===== src/rtl/dvi_pixel_stage.sv =====
// dvi_pixel_stage: last pixel stage in front of the DVI transmitters.
// Realigns hs/vs/de with the frame reader's delayed data. Expands RGB565 to
// RGB888 and overlays a per-camera identification border. Tracks per-frame
// valid-pixel statistics and substitutes a flat colour when video is lost.
module dvi_pixel_stage #(
  parameter int          SYNC_DLY     = 2,
  parameter int          H_ACTIVE     = 1280,
  parameter int          V_ACTIVE     = 720,
  parameter int          BORDER_W     = 4,
  parameter int          NOSIG_FRAMES = 2,
  parameter logic [23:0] NOSIG_COLOR  = 24'h404040
) (
  input  logic        video_clk,
  input  logic        rst_n,
  input  logic        hs_in,
  input  logic        vs_in,
  input  logic        de_in,
  input  logic        pix_de,
  input  logic [15:0] pix_data,
  input  logic        border_en,
  input  logic [1:0]  cam_sel,
  output logic        rgb_hs,
  output logic        rgb_vs,
  output logic        rgb_de,
  output logic [7:0]  rgb_r,
  output logic [7:0]  rgb_g,
  output logic [7:0]  rgb_b,
  output logic        nosig,
  output logic [15:0] underflow_cnt
);

  localparam int PIX_TOTAL = H_ACTIVE * V_ACTIVE;
  // One spare bit so an over-long frame saturates above the full count
  // instead of wrapping onto it.
  localparam int VCNT_W = $clog2(PIX_TOTAL + 1) + 1;
  localparam logic [VCNT_W-1:0] VCNT_FULL   = VCNT_W'(PIX_TOTAL);
  localparam logic [10:0]       X_LO        = 11'(BORDER_W);
  localparam logic [10:0]       X_HI        = 11'(H_ACTIVE - BORDER_W);
  localparam logic [9:0]        Y_LO        = 10'(BORDER_W);
  localparam logic [9:0]        Y_HI        = 10'(V_ACTIVE - BORDER_W);
  localparam logic [3:0]        EMPTY_LIMIT = 4'(NOSIG_FRAMES);

  typedef enum logic [1:0] {
    ST_SEARCH = 2'd0,
    ST_LOCKED = 2'd1,
    ST_NOSIG  = 2'd2
  } state_e;

  logic [SYNC_DLY-1:0] hs_sr_q, vs_sr_q, de_sr_q;
  logic                d_hs_s, d_vs_s, d_de_s;
  logic                d_vs_prev_q, d_de_prev_q;
  logic                frame_end_s, line_end_s;
  logic [10:0]         x_q;
  logic [9:0]          y_q;
  logic                in_border_s;
  logic [VCNT_W-1:0]   vcnt_q;
  logic                seen_q, full_s;
  logic                ben_q;
  logic [1:0]          cam_q;
  logic [23:0]         cam_rgb_s, col_d;
  logic [15:0]         uf_q;
  state_e              state_q, state_d;
  logic [3:0]          empty_q, empty_d, empty_inc_s;
  logic                hs_q, vs_q, de_q, nosig_q;
  logic [23:0]         rgb_q;

  assign d_hs_s      = hs_sr_q[SYNC_DLY-1];
  assign d_vs_s      = vs_sr_q[SYNC_DLY-1];
  assign d_de_s      = de_sr_q[SYNC_DLY-1];
  assign frame_end_s = d_vs_s & ~d_vs_prev_q;
  assign line_end_s  = ~d_de_s & d_de_prev_q;
  assign in_border_s = (x_q < X_LO) | (x_q >= X_HI) | (y_q < Y_LO) | (y_q >= Y_HI);
  assign full_s      = (vcnt_q == VCNT_FULL);
  assign empty_inc_s = empty_q + 4'd1;

  // Sync delay line: hold hs/vs/de until the matching reader data arrives.
  always_ff @(posedge video_clk or negedge rst_n) begin
    if (!rst_n) begin
      hs_sr_q     <= '0;
      vs_sr_q     <= '0;
      de_sr_q     <= '0;
      d_vs_prev_q <= 1'b0;
      d_de_prev_q <= 1'b0;
    end else begin
      hs_sr_q     <= SYNC_DLY'({hs_sr_q, hs_in});
      vs_sr_q     <= SYNC_DLY'({vs_sr_q, vs_in});
      de_sr_q     <= SYNC_DLY'({de_sr_q, de_in});
      d_vs_prev_q <= d_vs_s;
      d_de_prev_q <= d_de_s;
    end
  end

  // Pixel position, counted on the delayed data enable.
  always_ff @(posedge video_clk or negedge rst_n) begin
    if (!rst_n) begin
      x_q <= 11'd0;
      y_q <= 10'd0;
    end else begin
      if (d_de_s)          x_q <= x_q + 11'd1;
      else if (line_end_s) x_q <= 11'd0;
      if (frame_end_s)     y_q <= 10'd0;
      else if (line_end_s) y_q <= y_q + 10'd1;
    end
  end

  // Frame statistics and once-per-frame sampling of the border settings.
  always_ff @(posedge video_clk or negedge rst_n) begin
    if (!rst_n) begin
      vcnt_q <= '0;
      seen_q <= 1'b0;
      ben_q  <= 1'b0;
      cam_q  <= 2'd0;
      uf_q   <= 16'd0;
    end else begin
      if (frame_end_s) begin
        vcnt_q <= '0;
        seen_q <= 1'b0;
        ben_q  <= border_en;
        cam_q  <= cam_sel;
      end else if (d_de_s & pix_de) begin
        seen_q <= 1'b1;
        if (vcnt_q != {VCNT_W{1'b1}}) vcnt_q <= vcnt_q + 1'b1;
      end
      if (d_de_s & ~pix_de & (uf_q != 16'hFFFF)) uf_q <= uf_q + 16'd1;
    end
  end

  // Signal-presence state register.
  always_ff @(posedge video_clk or negedge rst_n) begin
    if (!rst_n) begin
      state_q <= ST_SEARCH;
      empty_q <= 4'd0;
    end else begin
      state_q <= state_d;
      empty_q <= empty_d;
    end
  end

  // Signal-presence next state, evaluated only at the frame-end edge.
  always_comb begin
    state_d = state_q;
    empty_d = empty_q;
    if (frame_end_s) begin
      case (state_q)
        ST_SEARCH: begin
          if (full_s) begin
            state_d = ST_LOCKED;
            empty_d = 4'd0;
          end else if (!seen_q) begin
            empty_d = empty_inc_s;
            if (empty_inc_s == EMPTY_LIMIT) state_d = ST_NOSIG;
            else                            state_d = ST_SEARCH;
          end else begin
            empty_d = 4'd0;
          end
        end
        ST_LOCKED: begin
          if (!seen_q) begin
            empty_d = 4'd1;
            if (EMPTY_LIMIT == 4'd1) state_d = ST_NOSIG;
            else                     state_d = ST_SEARCH;
          end else begin
            state_d = ST_LOCKED;
          end
        end
        ST_NOSIG: begin
          if (full_s) begin
            state_d = ST_LOCKED;
            empty_d = 4'd0;
          end else if (seen_q) begin
            state_d = ST_SEARCH;
            empty_d = 4'd0;
          end else begin
            state_d = ST_NOSIG;
          end
        end
        default: begin
          state_d = ST_SEARCH;
          empty_d = 4'd0;
        end
      endcase
    end else begin
      state_d = state_q;
      empty_d = empty_q;
    end
  end

  // Camera identification colour for the latched camera.
  always_comb begin
    cam_rgb_s = 24'h000000;
    case (cam_q)
      2'd0:    cam_rgb_s = 24'hFF0000;
      2'd1:    cam_rgb_s = 24'h00FF00;
      2'd2:    cam_rgb_s = 24'h0000FF;
      default: cam_rgb_s = 24'hFFFFFF;
    endcase
  end

  // Output colour selection: blanking, no-signal fill, border, underflow, pixel.
  always_comb begin
    col_d = 24'h000000;
    if (!d_de_s) begin
      col_d = 24'h000000;
    end else if (state_q == ST_NOSIG) begin
      col_d = NOSIG_COLOR;
    end else if (ben_q & in_border_s) begin
      col_d = cam_rgb_s;
    end else if (!pix_de) begin
      col_d = 24'h000000;
    end else begin
      col_d = {pix_data[15:11], pix_data[15:13],
               pix_data[10:5],  pix_data[10:9],
               pix_data[4:0],   pix_data[4:2]};
    end
  end

  // Output register: syncs and colour leave together.
  always_ff @(posedge video_clk or negedge rst_n) begin
    if (!rst_n) begin
      hs_q    <= 1'b1;
      vs_q    <= 1'b1;
      de_q    <= 1'b0;
      rgb_q   <= 24'h000000;
      nosig_q <= 1'b0;
    end else begin
      hs_q    <= d_hs_s;
      vs_q    <= d_vs_s;
      de_q    <= d_de_s;
      rgb_q   <= col_d;
      nosig_q <= (state_d == ST_NOSIG);
    end
  end

  assign rgb_hs        = hs_q;
  assign rgb_vs        = vs_q;
  assign rgb_de        = de_q;
  assign rgb_r         = rgb_q[23:16];
  assign rgb_g         = rgb_q[15:8];
  assign rgb_b         = rgb_q[7:0];
  assign nosig         = nosig_q;
  assign underflow_cnt = uf_q;

endmodule

===== config.mk =====
export PLATFORM = sky130hd
export DESIGN_NAME = dvi_pixel_stage
export DESIGN_NICKNAME = d
export VERILOG_FILES = /design/src/rtl/dvi_pixel_stage.sv
export SDC_FILE = /design/constraint.sdc
export NUM_CORES = 1
export LEC_CHECK = 0
export CAP_MARGIN = 15
export CORE_UTILIZATION = 59
export CTS_BUF_LIST = sky130_fd_sc_hd__clkbuf_16
export CTS_CLUSTER_DIAMETER = 120
export DETAILED_ROUTE_END_ITERATION = 8
export DONT_BUFFER_PORTS = 1
export GPL_TIMING_DRIVEN = 1
export PLACE_DENSITY_LB_ADDON = 0.2
export SETUP_SLACK_MARGIN = 0.1
export SYNTH_ARGS = -nofsm -noshare
export SYNTH_HDL_FRONTEND = slang
export SYNTH_SLANG_ARGS = --single-unit

===== constraint.sdc =====
create_clock -name video_clk -period 5.5 [get_ports video_clk]
set_clock_uncertainty 0.15 [all_clocks]
set_input_delay 1.1 -clock video_clk [delete_from_list [all_inputs] [get_ports video_clk]]
set_output_delay 1.1 -clock video_clk [all_outputs]
set_load 0.01 [all_outputs]

==> qor.txt, run 1 <==
Share of post-route cells with drive strength above 1: 6.452%
Largest stage delay on the critical path: 0.89 ns
Clock Tree Root: clkbuf_16
Count of flip-flops with a built-in enable after synthesis: 0
Wire length after detailed routing: 9049 µm
Unrepaired setup endpoints after global routing: no
# IOs: 69
Worst max-slew margin expressed relative to the limit: 34.71%
Portion of netlist area occupied by mux cells: 1.190%
Critical Path End Type: register
Top Usage Layer GRT: met2
Placer congestion estimate: 0.8276
Result of the run: complete, no violations
Fin nets: 496
Post-Synthesis Mean Instance Area: 10.03 µm²
Number of unique standard cell types used by synthesis: 51
CTS tree: yes
Number of nets still failing antenna checks after routing: 0
Flip-flop and latch count after synthesis: 98
Clock edge transition at the registers on the reported setup and hold paths: 0.07 ns
Floorplan die area: 0.008385 mm²
GRT Resource Usage Total: 23.04%
Met2 usage: 37.28%
Synthesized-area fraction occupied by ao, oa, aoi and oai cells: 12.79%
Ordered list of cells on the worst path: a2111oi_4 -> nor3b_1 -> o41ai_4 -> o21bai_1 -> a31oi_1
Hold buffer count at cts: 0
Simple-gate area share of the yosys netlist: 21.20%
Max-slew violation count: 0
Total DRC errors in the routed layout: 0
Grt met3 use: 4.690%
Initial DRC Count: 138
Most frequent cells in the layout: 96 x dfrtp_1, 46 x nand2_1, 37 x nor2_1, 36 x a21oi_1, 32 x nand3_1
Count of input and output buffers: 0
DP Cell Count: 551
Number of cells in the finished layout apart from fillers: 567
Total of max-cap violations: 0
Buffer levels on the longest clock path: 2
Core area: 0.007727 mm²
Die Y: 91.57 µm
Element type at the critical path start: register
Min-Delay Path Class: reg2reg
Number of levels in the clock H-tree: 3
Overflow left after global routing: 0
Combinational family with the most area after synthesis: simple AND/OR/NAND/NOR gates
Width of the die: 91.57 µm
Portion of the post-synthesis area used by sequential elements: 51.86%
Arrival time worst endpoint: 2.66 ns
Number of vias after detailed routing: 3,448
Effective utilization at floorplan: 61.25%
Number of instances in the synthesized netlist: 472
Synthesized cell area: 0.004733 mm²
Clock sink count: 98
Critical-path maximum fanout: 19
Final count of hold timing violations: 0
Slowest cell on the critical path: o41ai_4
Number of global-route vias before repair: 3,236
Category of the most critical setup path: reg2reg
Clock network latency to the later pin of the worst-skew pair: 0.34 ns
Shortest clock period the worst path allows after layout: 2.605 ns
Postcts setup bufs: 0
Inserted Clock Buffers: 9
Std cell rows: 32
First-pass GRT wire length: 15,360 µm
Most used flip-flop cell after synthesis: dfrtp_1
Post-layout power: 1.729 mW
Minimum setup slack in the final design: 2.895 ns
Power density over the cells: 344.3 mW/mm²
Average detailed-routed wire length per instance: 15.96 µm
Syn_nets: 508
Leading cell type in the layout, fill and taps excluded: dfrtp_1
Final setup violation count: 0
Part of the cycle the worst path needs: 47.37%
Largest net degree at the start of global routing: 99
Worst IR drop on VDD: 0.0002394 V
Post-detail-place hpwl: 6159 µm
Req. time, crit path: 5.56 ns
Fillers: 606
Post-CTS sizing: 0
Syn. warnings: 0
GR Layer Usage met1: 30.43%
P_leak: 2.162 nW
Slack of the worst reg-to-reg path: 2.89 ns
Post-synthesis xor/xnor area fraction: 5.921%
Count of TritonRoute iterations in the first routing pass: 4
Async S/R FF share, synth: 100.0%
Area grow syn2layout: 6.080%
Antenna diode count: 0
Actual transition at the worst max-transition pin: 0.9670 ns
Vias per inst: 6.081
Placement Setup Slack: 2.925 ns
Arithmetic-cell share of the synthesized area counting full adders, half adders and majority gates: 2.908%
Fin Setup TNS: 0 ns
Highest attainable clock frequency: 383.8 MHz
Number of antenna violations at the first check in global routing: 0
[worst max-delay path, delay by kind of cell, from the launching register on]
family          cells  cell delay [ns]
compound gates      4             1.75
flops               1             0.47
simple gates        1             0.12
[sequential cells by signal, indices dropped and copies added (netlist names)]
name	cells
vcnt_q	21
x_q	11
rgb_hs	1
cam_q	2
hs_sr_q	2
rgb_q	19
rgb_vs	1
empty_q	4
y_q	10
d_vs_prev_q	1
underflow_cnt	16
de_sr_q	2
state_q	2
vs_sr_q	2
seen_q	1
nosig	1
rgb_de	1
ben_q	1
[cell type report]
cell class | instances | area (µm²) | share of cell area [%]
sequential | 98 | 2455 | 48.89
multi-input combinational | 334 | 2086 | 41.54
clock inverter | 7 | 60.06 | 1.196
inverter | 16 | 60.06 | 1.196
clock buffer | 9 | 225.2 | 4.485
tap | 102 | 127.6 | 2.542
timing repair buffer | 1 | 7.507 | 0.1495
[per-stage QoR]
stage | hold slack [ns] | utilization [%] | cell area [µm²]
after floorplan | 0.1812 | - | 4733
after global placement | 0.1831 | 61.29 | 4736
after detailed placement | 0.1903 | 61.29 | 4736
after CTS | 0.2053 | 64.98 | 5021
after global routing | 0.2146 | 64.98 | 5021
final | 0.2025 | 64.98 | 5021
[power breakdown]
group | internal, mW | total (mW) | switching (mW)
clock network | 0.310 | 0.586 | 0.276
registers | 0.805 | 0.926 | 0.121
logic | 0.0998 | 0.217 | 0.117
[routing by layer]
metal | part of all wire [%] | wire length, µm | up-vias
met4 | 1.2 | 110 | 0
met1 | 45 | 4081 | 1691
met5 | 0 | 0 | -
met2 | 49 | 4414 | 85
li1 | - | - | 1662
met3 | 4.9 | 442 | 10
[path summary, 6_finish.rpt]
path / start / end / cells past startpoint
min: hs_sr_q[1] / rgb_hs / 0
max in group asynchronous: rst_n / rgb_vs / 0
max reg2reg: y_q[3] / rgb_q[6] / 5
min in group asynchronous: rst_n / hs_sr_q[0] / 0
max: y_q[3] / rgb_q[6] / 5
min reg2reg: hs_sr_q[1] / rgb_hs / 0
[cells by family (layout without fill, tap and decap cells)]
| logic type | after synthesis | after routing |
|---|---|---|
| AOI/OAI and AO/OA | 93 | 93 |
| muxes | 5 | 5 |
| DFF | 98 | 98 |
| buffers and inverters | 40 | 33 |
| adders and majority gates | 11 | 11 |
| xor gates and xnor gates | 32 | 32 |
| and+or+nand+nor | 193 | 193 |
[cells in the mapped netlist (all sizes together), types with 3 or more instances]
library cell / number / area, µm²
nor2: 37 / 138.9
nor4: 6 / 52.55
xor2: 14 / 122.6
mux2i: 3 / 30.03
nand3: 32 / 160.2
nor3: 7 / 35.03
a211oi: 4 / 30.03
or4: 9 / 67.56
or3: 10 / 62.56
o31ai: 5 / 37.54
inv: 16 / 60.06
buf: 11 / 85.08
and4: 5 / 43.79
dfrtp: 96 / 2402
xnor2: 18 / 157.7
a31oi: 5 / 31.28
clkbuf: 13 / 50.04
o211ai: 6 / 45.04
a21oi: 36 / 180.2
nand4: 21 / 131.4
and3: 4 / 25.02
nor2b: 3 / 18.77
nand2: 46 / 172.7
nand2b: 4 / 25.02
o21ai: 23 / 118.9
ha: 11 / 137.6
o21bai: 3 / 33.78
No activity file was read; power rests on OpenSTA's default activity.
==> inputs of run 2 (changes only) <==
--- a/config.mk
+++ b/config.mk
@@ -6,7 +6,7 @@
 export NUM_CORES = 1
 export LEC_CHECK = 0
 export CAP_MARGIN = 15
-export CORE_UTILIZATION = 59
+export CORE_UTILIZATION = 57
 export CTS_BUF_LIST = sky130_fd_sc_hd__clkbuf_16
 export CTS_CLUSTER_DIAMETER = 120
 export DETAILED_ROUTE_END_ITERATION = 8
==> constraint.sdc (replaced) <==
create_clock -name video_clk -period 2.25 [get_ports video_clk]
set_clock_uncertainty 0.15 [all_clocks]
set_input_delay 0.45 -clock video_clk [delete_from_list [all_inputs] [get_ports video_clk]]
set_output_delay 0.45 -clock video_clk [all_outputs]
set_load 0.01 [all_outputs]
==> run 2 against run 1 <==
Net effect: the flow now finishes with violations (hold timing); clock power grew to 2.5 times the previous value; cell count is 4.8% higher; worst setup slack worse by 2.8 ns; utilization is 2.6 points higher; power grew to 2.5 times the previous value; critical path type unchanged; critical endpoint is now rgb_q[19]; largest power group unchanged.
==> qor.txt, run 2 (synthesized netlist as in run 1, its figures left out) <==
Clock sink count: 98 (unchanged)
Final setup violation count: 0 (unchanged)
Number of vias after detailed routing: 3,544 (+2.8%)
Leading cell type in the layout, fill and taps excluded: dfrtp_1
Fillers: 591 (-2.5%)
Arrival time worst endpoint: 2.29 ns (-0.37 ns)
Power density over the cells: 820.2 mW/mm² (+140%)
Total of max-cap violations: 0 (unchanged)
Count of input and output buffers: 0 (unchanged)
Total DRC errors in the routed layout: 0 (unchanged)
Number of antenna violations at the first check in global routing: 0 (unchanged)
Inserted Clock Buffers: 9 (unchanged)
First-pass GRT wire length: 16,070 µm (+4.6%)
Storage cell area: 0.002459 mm² (+0.15%)
Critical Path End Type: register
DP Cell Count: 569 (+3.3%)
# IOs: 69 (unchanged)
Element type at the critical path start: register
P_leak: 2.300 nW (+6.4%)
Max-slew violation count: 0 (unchanged)
Area grow syn2layout: 12.53%
Ordered list of cells on the worst path: a2111oi_4 -> nor3b_2 -> o41ai_4 -> buf_4 -> nand3_1 -> a21oi_2
Worst IR drop on VDD: 0.0004718 V (+97%)
Clock Tree Root: clkbuf_16
Width of the die: 93.13 µm (+1.7%)
GRT Resource Usage Total: 23.83% (+0.79 points)
Min-Delay Path Class: in2async
Floorplan die area: 0.008672 mm² (+3.4%)
Vias per inst: 5.966 (-1.9%)
Clock network latency to the later pin of the worst-skew pair: 0.34 ns (about the same)
Launch point of the worst reg-to-reg path: y_q[3]
Post-detail-place hpwl: 6509 µm (+5.7%)
Largest net degree at the start of global routing: 99 (unchanged)
Fin nets: 523 (+5.4%)
Number of cells in the finished layout apart from fillers: 594 (+4.8%)
Final count of hold timing violations: 98 (+98)
Final core occ: 67.53% (+2.6 points)
Average detailed-routed wire length per instance: 16.51 µm (+3.4%)
Register containing the most flip-flops in the final layout: vcnt_q
Number of global-route vias before repair: 3,301 (+2.0%)
Core area: 0.007888 mm² (+2.1%)
Result of the run: complete, but fails checks
Clock edge transition at the registers on the reported setup and hold paths: 0.07 ns (about the same)
Violated checks: hold timing
Std cell rows: 32 (unchanged)
Highest attainable clock frequency: 458.7 MHz (+20%)
Placer congestion estimate: 0.8741 (+5.6%)
Number of nets still failing antenna checks after routing: 0 (unchanged)
Critical-path maximum fanout: 7 (-12)
Category of the most critical setup path: reg2reg
CTS tree: yes
Number of levels in the clock H-tree: 3 (unchanged)
Initial DRC Count: 177 (+28%)
Die Y: 93.13 µm (+1.7%)
Wire length after detailed routing: 9805 µm (+8.4%)
Share of post-route cells with drive strength above 1: 15.45% (+9.0 points)
Antenna diode count: 0 (unchanged)
Area of combinational cells with multiple inputs: 0.002171 mm² (+4.1%)
Most frequent cells in the layout: 93 x dfrtp_1, 46 x nand2_1, 37 x nor2_1, 29 x nand3_1, 28 x a21oi_1
Largest stage delay on the critical path: 0.57 ns (-0.32 ns)
Shortest clock period the worst path allows after layout: 2.180 ns (-0.4254 ns)
Max FFs per register: 21 (unchanged)
Worst Setup SP: y_q[3]
Hold slack final: -0.3490 ns (-0.5516 ns)
Hold buffer count at cts: 3 (+3)
Part of the cycle the worst path needs: 96.89% (+50 points)
Count of TritonRoute iterations in the first routing pass: 4 (unchanged)
Slowest cell on the critical path: o41ai_4
Effective utilization at floorplan: 60.01% (-1.2 points)
Worst max-slew margin expressed relative to the limit: 53.70% (+19 points)
Overflow left after global routing: 0 (unchanged)
Req. time, crit path: 2.36 ns (-3.20 ns)
Actual transition at the worst max-transition pin: 0.6928 ns (-0.2742 ns)
Buffer levels on the longest clock path: 2 (unchanged)
Unrepaired setup endpoints after global routing: yes
==> run 2: changes by cell type in the layout (fill, tap and decap cells not counted), moves of 3 or more <==
cell / delta
a21oi_1: -8
a21oi_2: +8
buf_4: +21
dfrtp_1: -3
dfrtp_2: +3
dlygate4sd3_1: +3
inv_8: +3
nand3_1: -3
nand3_2: +3
o21ai_0: -3
==> run 2: final timing paths <==
path / endpoint / slack (ns) / depth (start not counted)
worst max register to register: rgb_q[19] / 0.07 / 6
worst min-delay path: underflow_cnt[15] / -0.35 / 0
min in group video_clk: rgb_q[12] / 0.10 / 2
max in group asynchronous: rgb_vs / 2.10 / 0
worst min register to register: vs_sr_q[1] / 0.20 / 0
worst max-delay path: rgb_q[19] / 0.07 / 6
==> run 2: metrics by stage <==
stage	setup TNS [ns]	power [mW]	hold WS (ns)	instance area, µm²	setup WS, ns
final	0	4.369	-0.3490	5326	0.06991
after global routing	-0.2153	4.576	-0.3647	5326	-0.03696
after CTS	0	4.323	-0.3576	5195	0.1058
after detailed placement	0	2.848	0.007859	4871	0.04658
after global placement	0	2.816	0.007197	4871	0.1187
after floorplan	0	2.718	0.004409	4733	0.1289
==> run 2: cell type report <==
class | count | area share [%]
multi-input combinational | 334 | 40.76
clock inverter | 7 | 1.151
clock buffer | 9 | 4.228
sequential | 98 | 46.16
inverter | 16 | 1.128
timing repair buffer | 28 | 4.181
tap | 102 | 2.396
==> run 2: what timing repair did <==
action,4_1_cts,5_1_grt
gates cloned,0,2
endpoints found under the setup margin,15,26
resized for setup,2,28
endpoints found under the hold margin,101,98
pin swaps,2,20
setup buffers,0,4
==> run 2: critical path, delay by kind of cell (launching register included) <==
kind,cells,cell delay [ns]
AO/OA/AOI/OAI,3,1.08
flip-flops,1,0.41
buffers and inverters,1,0.26
AND/OR/NAND/NOR,2,0.21
==> run 2: power breakdown <==
group / switching (mW) / internal, mW / total (mW)
registers: 0.293 / 1.97 / 2.26
clock network: 0.705 / 0.773 / 1.48
logic: 0.332 / 0.297 / 0.630
==> run 2: routing by layer <==
| metal | global-route usage (%) | routed length (µm) | vias to the layer above |
|---|---|---|---|
| li1 | - | - | 1706 |
| met1 | 32.09 | 4411 | 1743 |
| met2 | 38.30 | 4887 | 80 |
| met3 | 4.065 | 297 | 15 |
| met4 | 9.872 | 208 | 0 |
| met5 | 0 | 0 | - |
==> edit 1: new RTL, config.mk and constraints of run 2 <==
Change the parameter `H_ACTIVE` from 1280 to 640.
--- a/src/rtl/dvi_pixel_stage.sv
+++ b/src/rtl/dvi_pixel_stage.sv
@@ -4,7 +4,7 @@
 // valid-pixel statistics and substitutes a flat colour when video is lost.
 module dvi_pixel_stage #(
   parameter int          SYNC_DLY     = 2,
-  parameter int          H_ACTIVE     = 1280,
+  parameter int          H_ACTIVE     = 640,
   parameter int          V_ACTIVE     = 720,
   parameter int          BORDER_W     = 4,
   parameter int          NOSIG_FRAMES = 2,
Formal check against the unedited RTL: same outputs for any inputs over 10 cycles, from zero or initial values and one cycle with rst_n low; that may be too few to reach the edited logic, so the function may still have changed.
==> edit 1 against run 2 <==
- the flow still finishes with violations (hold timing)
- power decreased by 2.9%
- setup slack gained 0.15 ns
- non-clock buffer count fell by 8
- synthesized cell count fell by 4.2%
- sequential cell count is 1 lower
- core utilization down 2.0 points
- largest power group unchanged
- final area fell by 4.4%
- critical path depth unchanged
- area after synthesis decreased by 2.8%
- wire length decreased by 8.9%
- clock power is 5% lower
- hold slack worse by 0.0018 ns
==> edit 1: results (changes against run 2) <==
Pwr
  – Static Leakage: 2.32 nW (+0.73%)

Final layout
  – FF/Latch Area: 2430 um^2 (-1.2%)
  – FF+latch count: 97 (-1.0%)
  – Net total in the final layout: 502 (-4.0%)
  – Layout buffering overhead excluding clock cells: 0.0317 (-0.0101)
  – End-of-flow core utilization: 0.655 (-0.0200)
  – Non-clock inverter count: 18 (+2)
  – Number of flip-flops under the largest register name: 20 (-4.8%)
  – Fraction of final layout cells sized beyond drive strength 1: 0.0955 (-0.0589)
  – Share of cell area taken by multi-input logic gates: 0.399 (-0.00835)
  – Count of multi-input gates: 320 (-4.2%)

Synth
  – Top post-synthesis cells by area: sky130_fd_sc_hd__dfrtp_1, sky130_fd_sc_hd__xor2_1, sky130_fd_sc_hd__nor2_1
  – Syn_nets: 488 (-3.9%)
  – Ranking of synthesized cells by instance count: sky130_fd_sc_hd__dfrtp_1, sky130_fd_sc_hd__nor2_1, sky130_fd_sc_hd__nand2_1
  – Portion of the post-synthesis area used by sequential elements: 0.528 (+0.00937)

Detailed routing
  – Total vias in the final route: 3,354 (-5.4%)
  – Number of DRC markers in iteration 0: 131 (-26%)
  – Avg WL per Cell: 15.6 um (-5.5%)

Placed design
  – Placed inst area: 4750 um^2 (-2.5%)
  – Placer's final routability congestion estimate: 0.843 (-3.6%)

CTS
  – Post-CTS sizing: 0 (-2)

Global route
  – GRT Overall Usage: 0.228 (-0.0104)
  – Largest net degree at the start of global routing: 98 (-1.0%)
  – Vias in the first global route: 3,302 (+0.030%)

Run status
  – Failing checks: hold timing
  – Result of the run: finished, violations left

Setup path
  – Crit path DAT: 2.16 ns (-0.13 ns)
  – Termination of the worst setup path: rgb_q[20]$_DFF_PN0_
  – Worst r2r src: y_q[8]$_DFFE_PN0P_

Timing
  – Worst Hold Slack: -0.351 ns (-0.00182 ns)
  – Final number of hold-violating endpoints: 97 (-1.0%)
## edit 1: kinds of logic (layout without fill, tap and decap cells)
family,after synthesis,count (layout),synth area share
compound gates,74,74,0.112
xor+xnor,41,41,0.0780
fa+ha+maj,11,11,0.0299
buf+inv,35,54,0.0353
flops,97,97,0.528
mux,4,4,0.00897
simple gates,190,190,0.208
## edit 1: report_power, final
group | leakage [nW] | internal, W | switching [W]
registers | 1.27 | 0.00195 | 0.000256
logic | 0.920 | 0.000294 | 0.000339
clock network | 0.123 | 0.000745 | 0.000658
total | 2.32 | 0.00299 | 0.00125
## edit 1: per-layer routing
layer | global-route usage | vias to the layer above | wire (um)
met2 | 0.383 | 77 | 4500
met1 | 0.296 | 1642 | 4000
met4 | 0.0938 | 0 | 138
met5 | 0 | - | 0
li1 | - | 1620 | -
met3 | 0.0340 | 15 | 298
## edit 1: critical path: cells and delay by family, from the launching register on
kind	cells	cell delay [ns]
compound gates	3	0.77
simple gates	2	0.45
flops	1	0.43
buf+inv	1	0.18
==> edit 2: new RTL, flow settings as in run 2 <==
Made on the original files. Register the input `vs_in` before use. The logic sees it one clock later. The other inputs are not delayed to match.
--- a/src/rtl/dvi_pixel_stage.sv
+++ b/src/rtl/dvi_pixel_stage.sv
@@ -46,6 +46,12 @@
     ST_NOSIG  = 2'd2
   } state_e;
 
+  logic vs_r;
+
+  always_ff @(posedge video_clk) begin
+    vs_r <= vs_in;
+  end
+
   logic [SYNC_DLY-1:0] hs_sr_q, vs_sr_q, de_sr_q;
   logic                d_hs_s, d_vs_s, d_de_s;
   logic                d_vs_prev_q, d_de_prev_q;
@@ -83,7 +89,7 @@
       d_de_prev_q <= 1'b0;
     end else begin
       hs_sr_q     <= SYNC_DLY'({hs_sr_q, hs_in});
-      vs_sr_q     <= SYNC_DLY'({vs_sr_q, vs_in});
+      vs_sr_q     <= SYNC_DLY'({vs_sr_q, vs_r});
       de_sr_q     <= SYNC_DLY'({de_sr_q, de_in});
       d_vs_prev_q <= d_vs_s;
       d_de_prev_q <= d_de_s;
Formal check against the unedited RTL: not equivalent (a bounded check fails within 4 cycles, from zero or initial values and one cycle with rst_n low).
==> edit 2 against run 2 <==
- via count down 5.7%
- area after synthesis up 0.56%
- power down 0.61%
- the run still ends with hold timing left
- wire length down 7.2%
- highest routed layer unchanged
- final area down 3.1%
- sequential cell count up 1
- setup slack better by 0.20 ns
- non-clock buffer count down 17
- largest power group unchanged
==> edit 2: results (changes against run 2) <==
Run status
  – Result of the run: finished, violations left
  – Failing checks: hold timing

Setup path
  – Worst r2r src: underflow_cnt[1]$_DFFE_PN0P_
  – Worst-path fanout max: 5 (-2)
  – Crit path DAT: 2.05 ns (-0.24 ns)
  – Cell count of the worst reg-to-reg path: 7 (+1)
  – Top cell family by delay on the critical path: simple AND/OR/NAND/NOR gates
  – CP max stage cell: sky130_fd_sc_hd__dfrtp_1

Timing
  – Worst Hold Slack: -0.351 ns (-0.00218 ns)
  – Final number of hold-violating endpoints: 98 (unchanged)

Detailed routing
  – DRT met1 WL: 4.23 mm (-4.0%)
  – Met2 WL: 4.32 mm (-12%)
  – Total vias in the final route: 3,341 (-5.7%)
  – Total length of routed wires: 9.10 mm (-7.2%)
  – Detailed route wirelength on metal3: 434 um (+46%)

Final layout
  – Count of multi-input gates: 316 (-5.4%)
  – Layout buffering overhead excluding clock cells: 0.0175 (-0.0244)
  – Non-clock inverter count: 17 (+1)
  – Fraction of final layout cells sized beyond drive strength 1: 0.102 (-0.0521)
  – Number of filler instances in the final layout: 617 (+4.4%)
  – Non-Clock Buffer Count: 11 (-61%)

Synth
  – Distinct cell type count of the synthesized netlist: 57 (+12%)
  – Top post-synthesis cells by area: sky130_fd_sc_hd__dfrtp_1, sky130_fd_sc_hd__xor2_1, sky130_fd_sc_hd__nand2_1
  – Xor and xnor area share after synthesis: 0.0736 (+0.0144)
  – Synth Area in Adders: 0.0289 (-0.000161)

Global route
  – Met3 layer usage reported by global route: 0.0423 (+0.00163)
  – Met1 usage in global routing: 0.297 (-0.0236)
  – Wire length of the first global-routing pass: 15.1 mm (-5.9%)

Pwr
  – Max VDD drop: 0.425 mV (-9.9%)
  – Internal power consumption: 0.00305 W (+0.51%)
  – Power dissipated in combinational cells: 0.000610 W (-3.2%)

Placed design
  – Placer's final routability congestion estimate: 0.834 (-4.6%)
  – Pre-CTS setup slack: 0.200 ns (+0.153 ns)
-- edit 2: cell types whose count changed after synthesis, sizes merged, moves of 5 or more --
| cell | delta |
|---|---|
| a21oi | -23 |
| and2 | +5 |
| and3 | +8 |
| and4 | +6 |
| nand2 | -5 |
| nand3 | -11 |
| nand4 | -6 |
| nor4 | -5 |
| or3 | -8 |
| or4 | -7 |
| xor2 | +10 |
-- edit 2: per-stage QoR --
stage / hold slack (ns) / area [um^2] / power, W
2_1_floorplan: 0.00441 / 4760 / 0.00276
6_report: -0.351 / 5160 / 0.00434
3_3_place_gp: 0.00605 / 4820 / 0.00287
5_1_grt: -0.364 / 5160 / 0.00457
4_1_cts: -0.360 / 5140 / 0.00437
3_5_place_dp: 0.00640 / 4820 / 0.00291
-- edit 2: what timing repair did --
item	in CTS	in global routing
setup endpoints to repair	0	15
endpoints found under the hold margin	101	98
resized for setup	0	4
